==> src/rtl/i_mem_loader_pkg.sv <==
// Shared types and defaults for the instruction-memory loader and the i_mem it writes.
package i_mem_loader_pkg;

   typedef enum logic [1:0] {
      IDLE  = 2'd0,
      LOAD  = 2'd1,
      WRITE = 2'd2
   } state_e;

   localparam int ROM_SIZE_DEFAULT = 64;
   localparam int TIMEOUT_DEFAULT  = 1024;
   localparam int NW_W             = 7;

   // A load request is legal only for 1..rom_size words.
   function automatic logic count_ok(input logic [NW_W-1:0] n, input int rom_size);
      return (n != '0) && (int'(n) <= rom_size);
   endfunction

endpackage

==> src/rtl/i_mem_loader_if.sv <==
// Host-side byte stream, start request and instruction-memory write port of the loader.
interface i_mem_loader_if;
   import i_mem_loader_pkg::*;

   logic            start;
   logic [NW_W-1:0] num_words;
   logic            byte_valid;
   logic [7:0]      byte_in;
   logic            byte_ready;
   logic            we;
   logic [31:0]     wr_addr;
   logic [31:0]     wr_data;
   logic            busy;
   logic            done;
   logic            error;
   logic            cpu_hold;

   modport master (
      output start, num_words, byte_valid, byte_in,
      input  byte_ready, we, wr_addr, wr_data, busy, done, error, cpu_hold
   );

   modport slave (
      input  start, num_words, byte_valid, byte_in,
      output byte_ready, we, wr_addr, wr_data, busy, done, error, cpu_hold
   );

endinterface

==> src/rtl/i_mem_loader_word_assembler.sv <==
// Big-endian byte-to-word packer; word_vld fires combinationally with the 4th accepted byte.
// No backpressure of its own: it consumes whenever byte_acc is high.
module word_assembler (
   input  logic        clock,
   input  logic        reset,
   input  logic        clr,
   input  logic        byte_acc,
   input  logic [7:0]  byte_in,
   output logic        word_vld,
   output logic [31:0] word_dat
);

   logic [23:0] shift_q, shift_d;
   logic [1:0]  cnt_q, cnt_d;

   assign word_vld = byte_acc && (cnt_q == 2'd3);
   assign word_dat = {shift_q, byte_in};

   always_comb begin
      shift_d = shift_q;
      cnt_d   = cnt_q;
      if (clr) begin
         shift_d = '0;
         cnt_d   = '0;
      end else if (byte_acc) begin
         shift_d = {shift_q[15:0], byte_in};
         cnt_d   = cnt_q + 2'd1;
      end
   end

   always_ff @(posedge clock or posedge reset) begin
      if (reset) begin
         shift_q <= '0;
         cnt_q   <= '0;
      end else begin
         shift_q <= shift_d;
         cnt_q   <= cnt_d;
      end
   end

endmodule

==> src/rtl/i_mem_loader.sv <==
// Streams bytes into 32-bit words and writes them to i_mem; we follows the 4th byte by one cycle.
// byte_ready is high only in LOAD, so the source is stalled during WRITE and while idle.
module i_mem_loader
   import i_mem_loader_pkg::*;
#(
   parameter int ROM_SIZE       = ROM_SIZE_DEFAULT,
   parameter int TIMEOUT_CYCLES = TIMEOUT_DEFAULT
) (
   input  logic          clock,
   input  logic          reset,
   i_mem_loader_if.slave bus
);

   localparam int TO_W = (TIMEOUT_CYCLES > 1) ? $clog2(TIMEOUT_CYCLES) : 1;
   localparam logic [TO_W-1:0] TO_LAST = TO_W'(TIMEOUT_CYCLES - 1);

   state_e          state_q, state_d;
   logic [NW_W-1:0] num_words_q, num_words_d;
   logic [NW_W-1:0] word_idx_q, word_idx_d;
   logic [TO_W-1:0] to_cnt_q, to_cnt_d;
   logic [31:0]     wr_data_q, wr_data_d;
   logic            done_q, done_d;
   logic            error_q, error_d;

   logic            byte_ready, we, busy;
   logic            byte_acc, asm_clr, word_vld;
   logic [31:0]     word_dat;

   assign byte_acc = bus.byte_valid && byte_ready;

   word_assembler u_asm (
      .clock    (clock),
      .reset    (reset),
      .clr      (asm_clr),
      .byte_acc (byte_acc),
      .byte_in  (bus.byte_in),
      .word_vld (word_vld),
      .word_dat (word_dat)
   );

   always_ff @(posedge clock or posedge reset) begin
      if (reset) begin
         state_q     <= IDLE;
         num_words_q <= '0;
         word_idx_q  <= '0;
         to_cnt_q    <= '0;
         wr_data_q   <= '0;
         done_q      <= 1'b0;
         error_q     <= 1'b0;
      end else begin
         state_q     <= state_d;
         num_words_q <= num_words_d;
         word_idx_q  <= word_idx_d;
         to_cnt_q    <= to_cnt_d;
         wr_data_q   <= wr_data_d;
         done_q      <= done_d;
         error_q     <= error_d;
      end
   end

   always_comb begin
      state_d     = state_q;
      num_words_d = num_words_q;
      word_idx_d  = word_idx_q;
      to_cnt_d    = to_cnt_q;
      wr_data_d   = wr_data_q;
      done_d      = done_q;
      error_d     = error_q;
      asm_clr     = 1'b0;
      case (state_q)
         IDLE: begin
            if (bus.start) begin
               done_d = 1'b0;
               if (count_ok(bus.num_words, ROM_SIZE)) begin
                  state_d     = LOAD;
                  num_words_d = bus.num_words;
                  word_idx_d  = '0;
                  to_cnt_d    = '0;
                  error_d     = 1'b0;
                  asm_clr     = 1'b1;
               end else begin
                  error_d = 1'b1;
               end
            end
         end
         LOAD: begin
            if (word_vld) begin
               wr_data_d = word_dat;
               to_cnt_d  = '0;
               state_d   = WRITE;
            end else if (byte_acc) begin
               to_cnt_d = '0;
            end else if (to_cnt_q == TO_LAST) begin
               // Source went quiet mid-load: drop the partial word.
               state_d = IDLE;
               error_d = 1'b1;
               asm_clr = 1'b1;
            end else begin
               to_cnt_d = to_cnt_q + 1'b1;
            end
         end
         WRITE: begin
            if (word_idx_q == num_words_q - NW_W'(1)) begin
               state_d = IDLE;
               done_d  = 1'b1;
            end else begin
               word_idx_d = word_idx_q + NW_W'(1);
               to_cnt_d   = '0;
               state_d    = LOAD;
            end
         end
         default: state_d = IDLE;
      endcase
   end

   always_comb begin
      byte_ready = 1'b0;
      we         = 1'b0;
      busy       = 1'b0;
      case (state_q)
         LOAD: begin
            byte_ready = 1'b1;
            busy       = 1'b1;
         end
         WRITE: begin
            we   = 1'b1;
            busy = 1'b1;
         end
         default: ;
      endcase
   end

   assign bus.byte_ready = byte_ready;
   assign bus.we         = we;
   assign bus.busy       = busy;
   assign bus.cpu_hold   = busy;
   assign bus.done       = done_q;
   assign bus.error      = error_q;
   assign bus.wr_data    = wr_data_q;
   assign bus.wr_addr    = {{(32-NW_W){1'b0}}, word_idx_q};

endmodule

==> src/flat_wrapper.sv <==
// flat-port wrapper written by rule: the top's interface ports become plain ports
module i_mem_loader_flat import i_mem_loader_pkg::*;
#(
   parameter int ROM_SIZE       = ROM_SIZE_DEFAULT,
   parameter int TIMEOUT_CYCLES = TIMEOUT_DEFAULT
)
  (clock, reset, bus_start, bus_num_words, bus_byte_valid, bus_byte_in, bus_byte_ready, bus_we, bus_wr_addr, bus_wr_data, bus_busy, bus_done, bus_error, bus_cpu_hold);
  i_mem_loader_if bus_i ();
  input  logic clock;
  input  logic reset;
  input wire logic [$bits(bus_i.start)-1:0] bus_start;
  input wire logic [$bits(bus_i.num_words)-1:0] bus_num_words;
  input wire logic [$bits(bus_i.byte_valid)-1:0] bus_byte_valid;
  input wire logic [$bits(bus_i.byte_in)-1:0] bus_byte_in;
  output wire logic [$bits(bus_i.byte_ready)-1:0] bus_byte_ready;
  output wire logic [$bits(bus_i.we)-1:0] bus_we;
  output wire logic [$bits(bus_i.wr_addr)-1:0] bus_wr_addr;
  output wire logic [$bits(bus_i.wr_data)-1:0] bus_wr_data;
  output wire logic [$bits(bus_i.busy)-1:0] bus_busy;
  output wire logic [$bits(bus_i.done)-1:0] bus_done;
  output wire logic [$bits(bus_i.error)-1:0] bus_error;
  output wire logic [$bits(bus_i.cpu_hold)-1:0] bus_cpu_hold;
  assign bus_i.start = bus_start;
  assign bus_i.num_words = bus_num_words;
  assign bus_i.byte_valid = bus_byte_valid;
  assign bus_i.byte_in = bus_byte_in;
  assign bus_byte_ready = bus_i.byte_ready;
  assign bus_we = bus_i.we;
  assign bus_wr_addr = bus_i.wr_addr;
  assign bus_wr_data = bus_i.wr_data;
  assign bus_busy = bus_i.busy;
  assign bus_done = bus_i.done;
  assign bus_error = bus_i.error;
  assign bus_cpu_hold = bus_i.cpu_hold;
  i_mem_loader #(.ROM_SIZE(ROM_SIZE), .TIMEOUT_CYCLES(TIMEOUT_CYCLES)) u_core (.clock(clock), .reset(reset), .bus(bus_i));
endmodule
==> config.mk <==
export PLATFORM = sky130hd
export DESIGN_NAME = i_mem_loader_flat
export DESIGN_NICKNAME = d
export VERILOG_FILES = /design/src/rtl/i_mem_loader_pkg.sv /design/src/rtl/i_mem_loader_if.sv /design/src/rtl/i_mem_loader_word_assembler.sv /design/src/rtl/i_mem_loader.sv /design/src/flat_wrapper.sv
export SDC_FILE = /design/constraint.sdc
export NUM_CORES = 1
export LEC_CHECK = 0
export ABC_CLOCK_PERIOD_IN_PS = 4600
export CAP_MARGIN = 20
export CORE_MARGIN = 2
export CORE_UTILIZATION = 40
export CTS_CLUSTER_SIZE = 28
export DETAILED_ROUTE_END_ITERATION = 8
export PLACE_DENSITY_LB_ADDON = 0.3
export SYNTH_ARGS = -nofsm -noshare
export SYNTH_HDL_FRONTEND = slang
export SYNTH_HIERARCHICAL = 1
export SYNTH_SLANG_ARGS = --single-unit
==> constraint.sdc <==
create_clock -name clock -period 4.6 [get_ports clock]
set_input_delay 0.92 -clock clock [delete_from_list [all_inputs] [get_ports clock]]
set_output_delay 0.92 -clock clock [all_outputs]
set_load 0.03 [all_outputs]
==> results.sh <==
export IMPL_path_cells="clkdlybuf4s50_1, nor4_2, a21boi_1, o31ai_2, nand2b_1, or3b_1, a211o_1"
export IMPL_cp_data_required_time_ps=4860
export IMPL_grt_max_degree=33
export IMPL_cts_tree="built"
export IMPL_layout_nets=470
export IMPL_synthTopCellsByArea="dfrtp_1 (49%), mux2_2 (10%), mux2i_1 (6.0%)"
export IMPL_cts_made_buffers=9
export IMPL_ctsResizeCount=0
export IMPL_crit_type="in -> reg"
export IMPL_final_period_utilization_pct=66.5
export IMPL_clk_latency_ps=380
export IMPL_max_stage_delay_ps=500
export IMPL_grt_ovfl_total=0
export IMPL_coreArea_um2=10700
export IMPL_synth_warnings=6
export IMPL_die_area_um2=11700
export IMPL_antenna_left=0
export IMPL_io_pins=89
export IMPL_synth_top_area_cell="dfrtp_1"
export IMPL_insertedDiodeCount=0
export IMPL_finClkSkew_ps=12.6
export IMPL_cp_arrival_ps=3320
export IMPL_grt_pass1_vias=2908
export IMPL_power_density_nw_per_um2=574
export IMPL_seq_area_frac_synth_pct=49.4
export IMPL_die_w_um=108
export IMPL_startpoint="bus_num_words[4]"
export IMPL_area_delta_synth_final_pct=18.2
export IMPL_fmax_mhz=327
export IMPL_crit_slowest_cell="or3b_1"
export IMPL_peakVddDrop_mv=0.380
export IMPL_worstSetupStartpointType="input port"
export IMPL_hold_viol=0
export IMPL_dp_cells=571
export IMPL_drtIter0Drc=56
export IMPL_drv_cap=0
export IMPL_power_leakage_nw=2.37
export IMPL_routed_wl_um=8500
export IMPL_run_status="complete, no violations"
export IMPL_start_util_pct=40.5
export IMPL_die_h_um=108
export IMPL_synthFlopType="dfrtp_1"
export IMPL_fin_crit_ps=3060
export IMPL_h_tree_depth=3
export IMPL_min_from="u_core/to_cnt_q[8]"
export IMPL_drc=0
export IMPL_grt_pass1_wl_um=14200
export IMPL_syn_inst=390
export IMPL_endpoint_kind="flop"
export IMPL_stdcell_count=588
export IMPL_grt_usage_pct=15.7
export IMPL_hp_class="reg -> reg"
export IMPL_dr_pass1_iters=4
export IMPL_cts_setup_buffers=0
export IMPL_drive_gt1_share_pct=16.3
export IMPL_tns_ps=0
export IMPL_root_buffer="clkbuf_8"
export IMPL_fp_row_count=38
export IMPL_async_flop_share_pct=100
export IMPL_synth_edf_count=0
export IMPL_worst_pin_slew_ps=680
export IMPL_portBuffers=63
export IMPL_regToRegStartpoint="u_core/state_q[1]"
export IMPL_synth_top_area_share_pct=49.4
export IMPL_clkTransAtPathRegs_ps=100
export IMPL_synth_cell_types=60
export IMPL_antenna_found_initial=0
export IMPL_rsz0062_at_grt="false"
export IMPL_setup_viol=0
export IMPL_wl_per_cell_um=14.5
export IMPL_synth_seq_cells=86
export IMPL_vias_per_cell=5.10
export IMPL_syn_avg_cell_area_um2=11.2
export IMPL_dpl_hpwl_um=5730
export IMPL_globalplace_congestion=0.838
export IMPL_path_max_fanout=13
export IMPL_syn_area_um2=4360
export IMPL_via_count=3001
export IMPL_numClockSinks=86
export IMPL_clockBufferDepth=2
export IMPL_postCtsHoldBufs=0
export IMPL_max_slew_margin_pct=54.2
export IMPL_drv_slew=0
[report_power, final]
| group | switching (mW) | internal (mW) |
|---|---|---|
| Clock | 0.319 | 0.215 |
| Combinational | 0.691 | 0.552 |
| Sequential | 0.174 | 1.01 |
| Total | 1.18 | 1.77 |
[Yosys cell counts, types with 2 or more instances]
cell and number:
a21oi_1 13, a31o_2 2, a31oi_1 2, and2_1 2, and3_1 2, and3b_1 2, and4_1 4, buf_1 3
buf_12 2, buf_2 5, buf_4 34, clkbuf_1 7, dfrtp_1 86, ha_1 8, inv_1 14, mux2_2 39
mux2i_1 26, nand2_1 17, nand2b_1 3, nand3_1 5, nand3b_1 2, nand4_1 4, nor2_1 34, nor2b_1 3
nor3_1 10, nor3b_1 2, nor4_1 2, o21ai_0 12, o31ai_1 5, o41ai_1 2, or3_1 3, xnor2_1 3
xor2_1 5
[final timing paths]
check,to,slack [ps],cells after the start
worst max-delay path,u_core/to_cnt_q[2],1540,7
worst min-delay path,u_core/to_cnt_q[8],500,1
worst max register to register,u_core/to_cnt_q[7],1890,10
worst min register to register,u_core/to_cnt_q[8],500,1
max in group asynchronous,u_core/bus.wr_data[25],2750,3
min in group asynchronous,u_core/u_asm/cnt_q[1],790,2
[cell families (layout without fill, tap and decap cells)]
kind of cell               Yosys count  count (layout)  synth area share, %
adders and majority gates            8               8                 2.30
DFF                                 86              86                 49.4
and+or+nand+nor                    106             106                 13.0
other                                1              25               0.0861
muxes                               65              65                 16.1
AOI/OAI and AO/OA                   50              50                 7.90
buffers and inverters               66             100                 9.68
xor gates and xnor gates             8               8                 1.61
[per-stage QoR]
step	setup slack (ps)	hold WS, ps	total power, mW	instance area (um^2)	utilization [%]
after floorplan	1680	444	2.07	4450	-
after global placement	1190	484	2.42	4930	45.9
after detailed placement	1140	475	2.45	4930	45.9
after CTS	1550	494	2.99	5120	47.7
after global routing	1340	523	3.16	5150	47.9
final	1540	498	2.96	5150	47.9
[flip-flops by register name (all words and copies together), names as in the netlist]
register / cells
u_core/bus.error: 1
u_core/num_words_q: 7
u_core/state_q: 2
u_core/bus.wr_data: 32
u_core/u_asm/cnt_q: 2
u_core/word_idx_q: 7
u_core/u_asm/shift_q: 24
u_core/bus.done: 1
u_core/to_cnt_q: 10
[cell type report]
class / count / area [um^2]
clock inverters: 7 / 70.1
repair buffers: 70 / 703
clock buffers: 9 / 124
fillers: 1019 / 5600
multi-input cells: 262 / 1870
well taps: 140 / 175
inverters: 14 / 52.6
flip-flops and latches: 86 / 2150
[worst max-delay path: cells and delay by family]
kind | cells | cell delay (ps)
AO/OA/AOI/OAI | 3 | 840
AND/OR/NAND/NOR | 3 | 1140
buffers and inverters | 1 | 430
[routing by layer]
layer  vias to the layer above  track usage, %  routed length [um]
met4                         0            4.95                 109
met2                        85            25.5                4000
met1                      1487            19.3                3770
met3                        11            5.97                 614
li1                       1418               -                   -
met5                         -               0                   0
[placed cells by master (no fill, tap or decap), drive strengths merged, types with 9 or more instances in the layout]
cell and n:
dfrtp 86, nor3 10, conb 25, nand2 17, a21oi 13, mux2 39, clkdlybuf4s50 63, nor2 35
clkbuf 9, o21ai 12, mux2i 26, inv 20
Power figures use the tool's default switching activity.
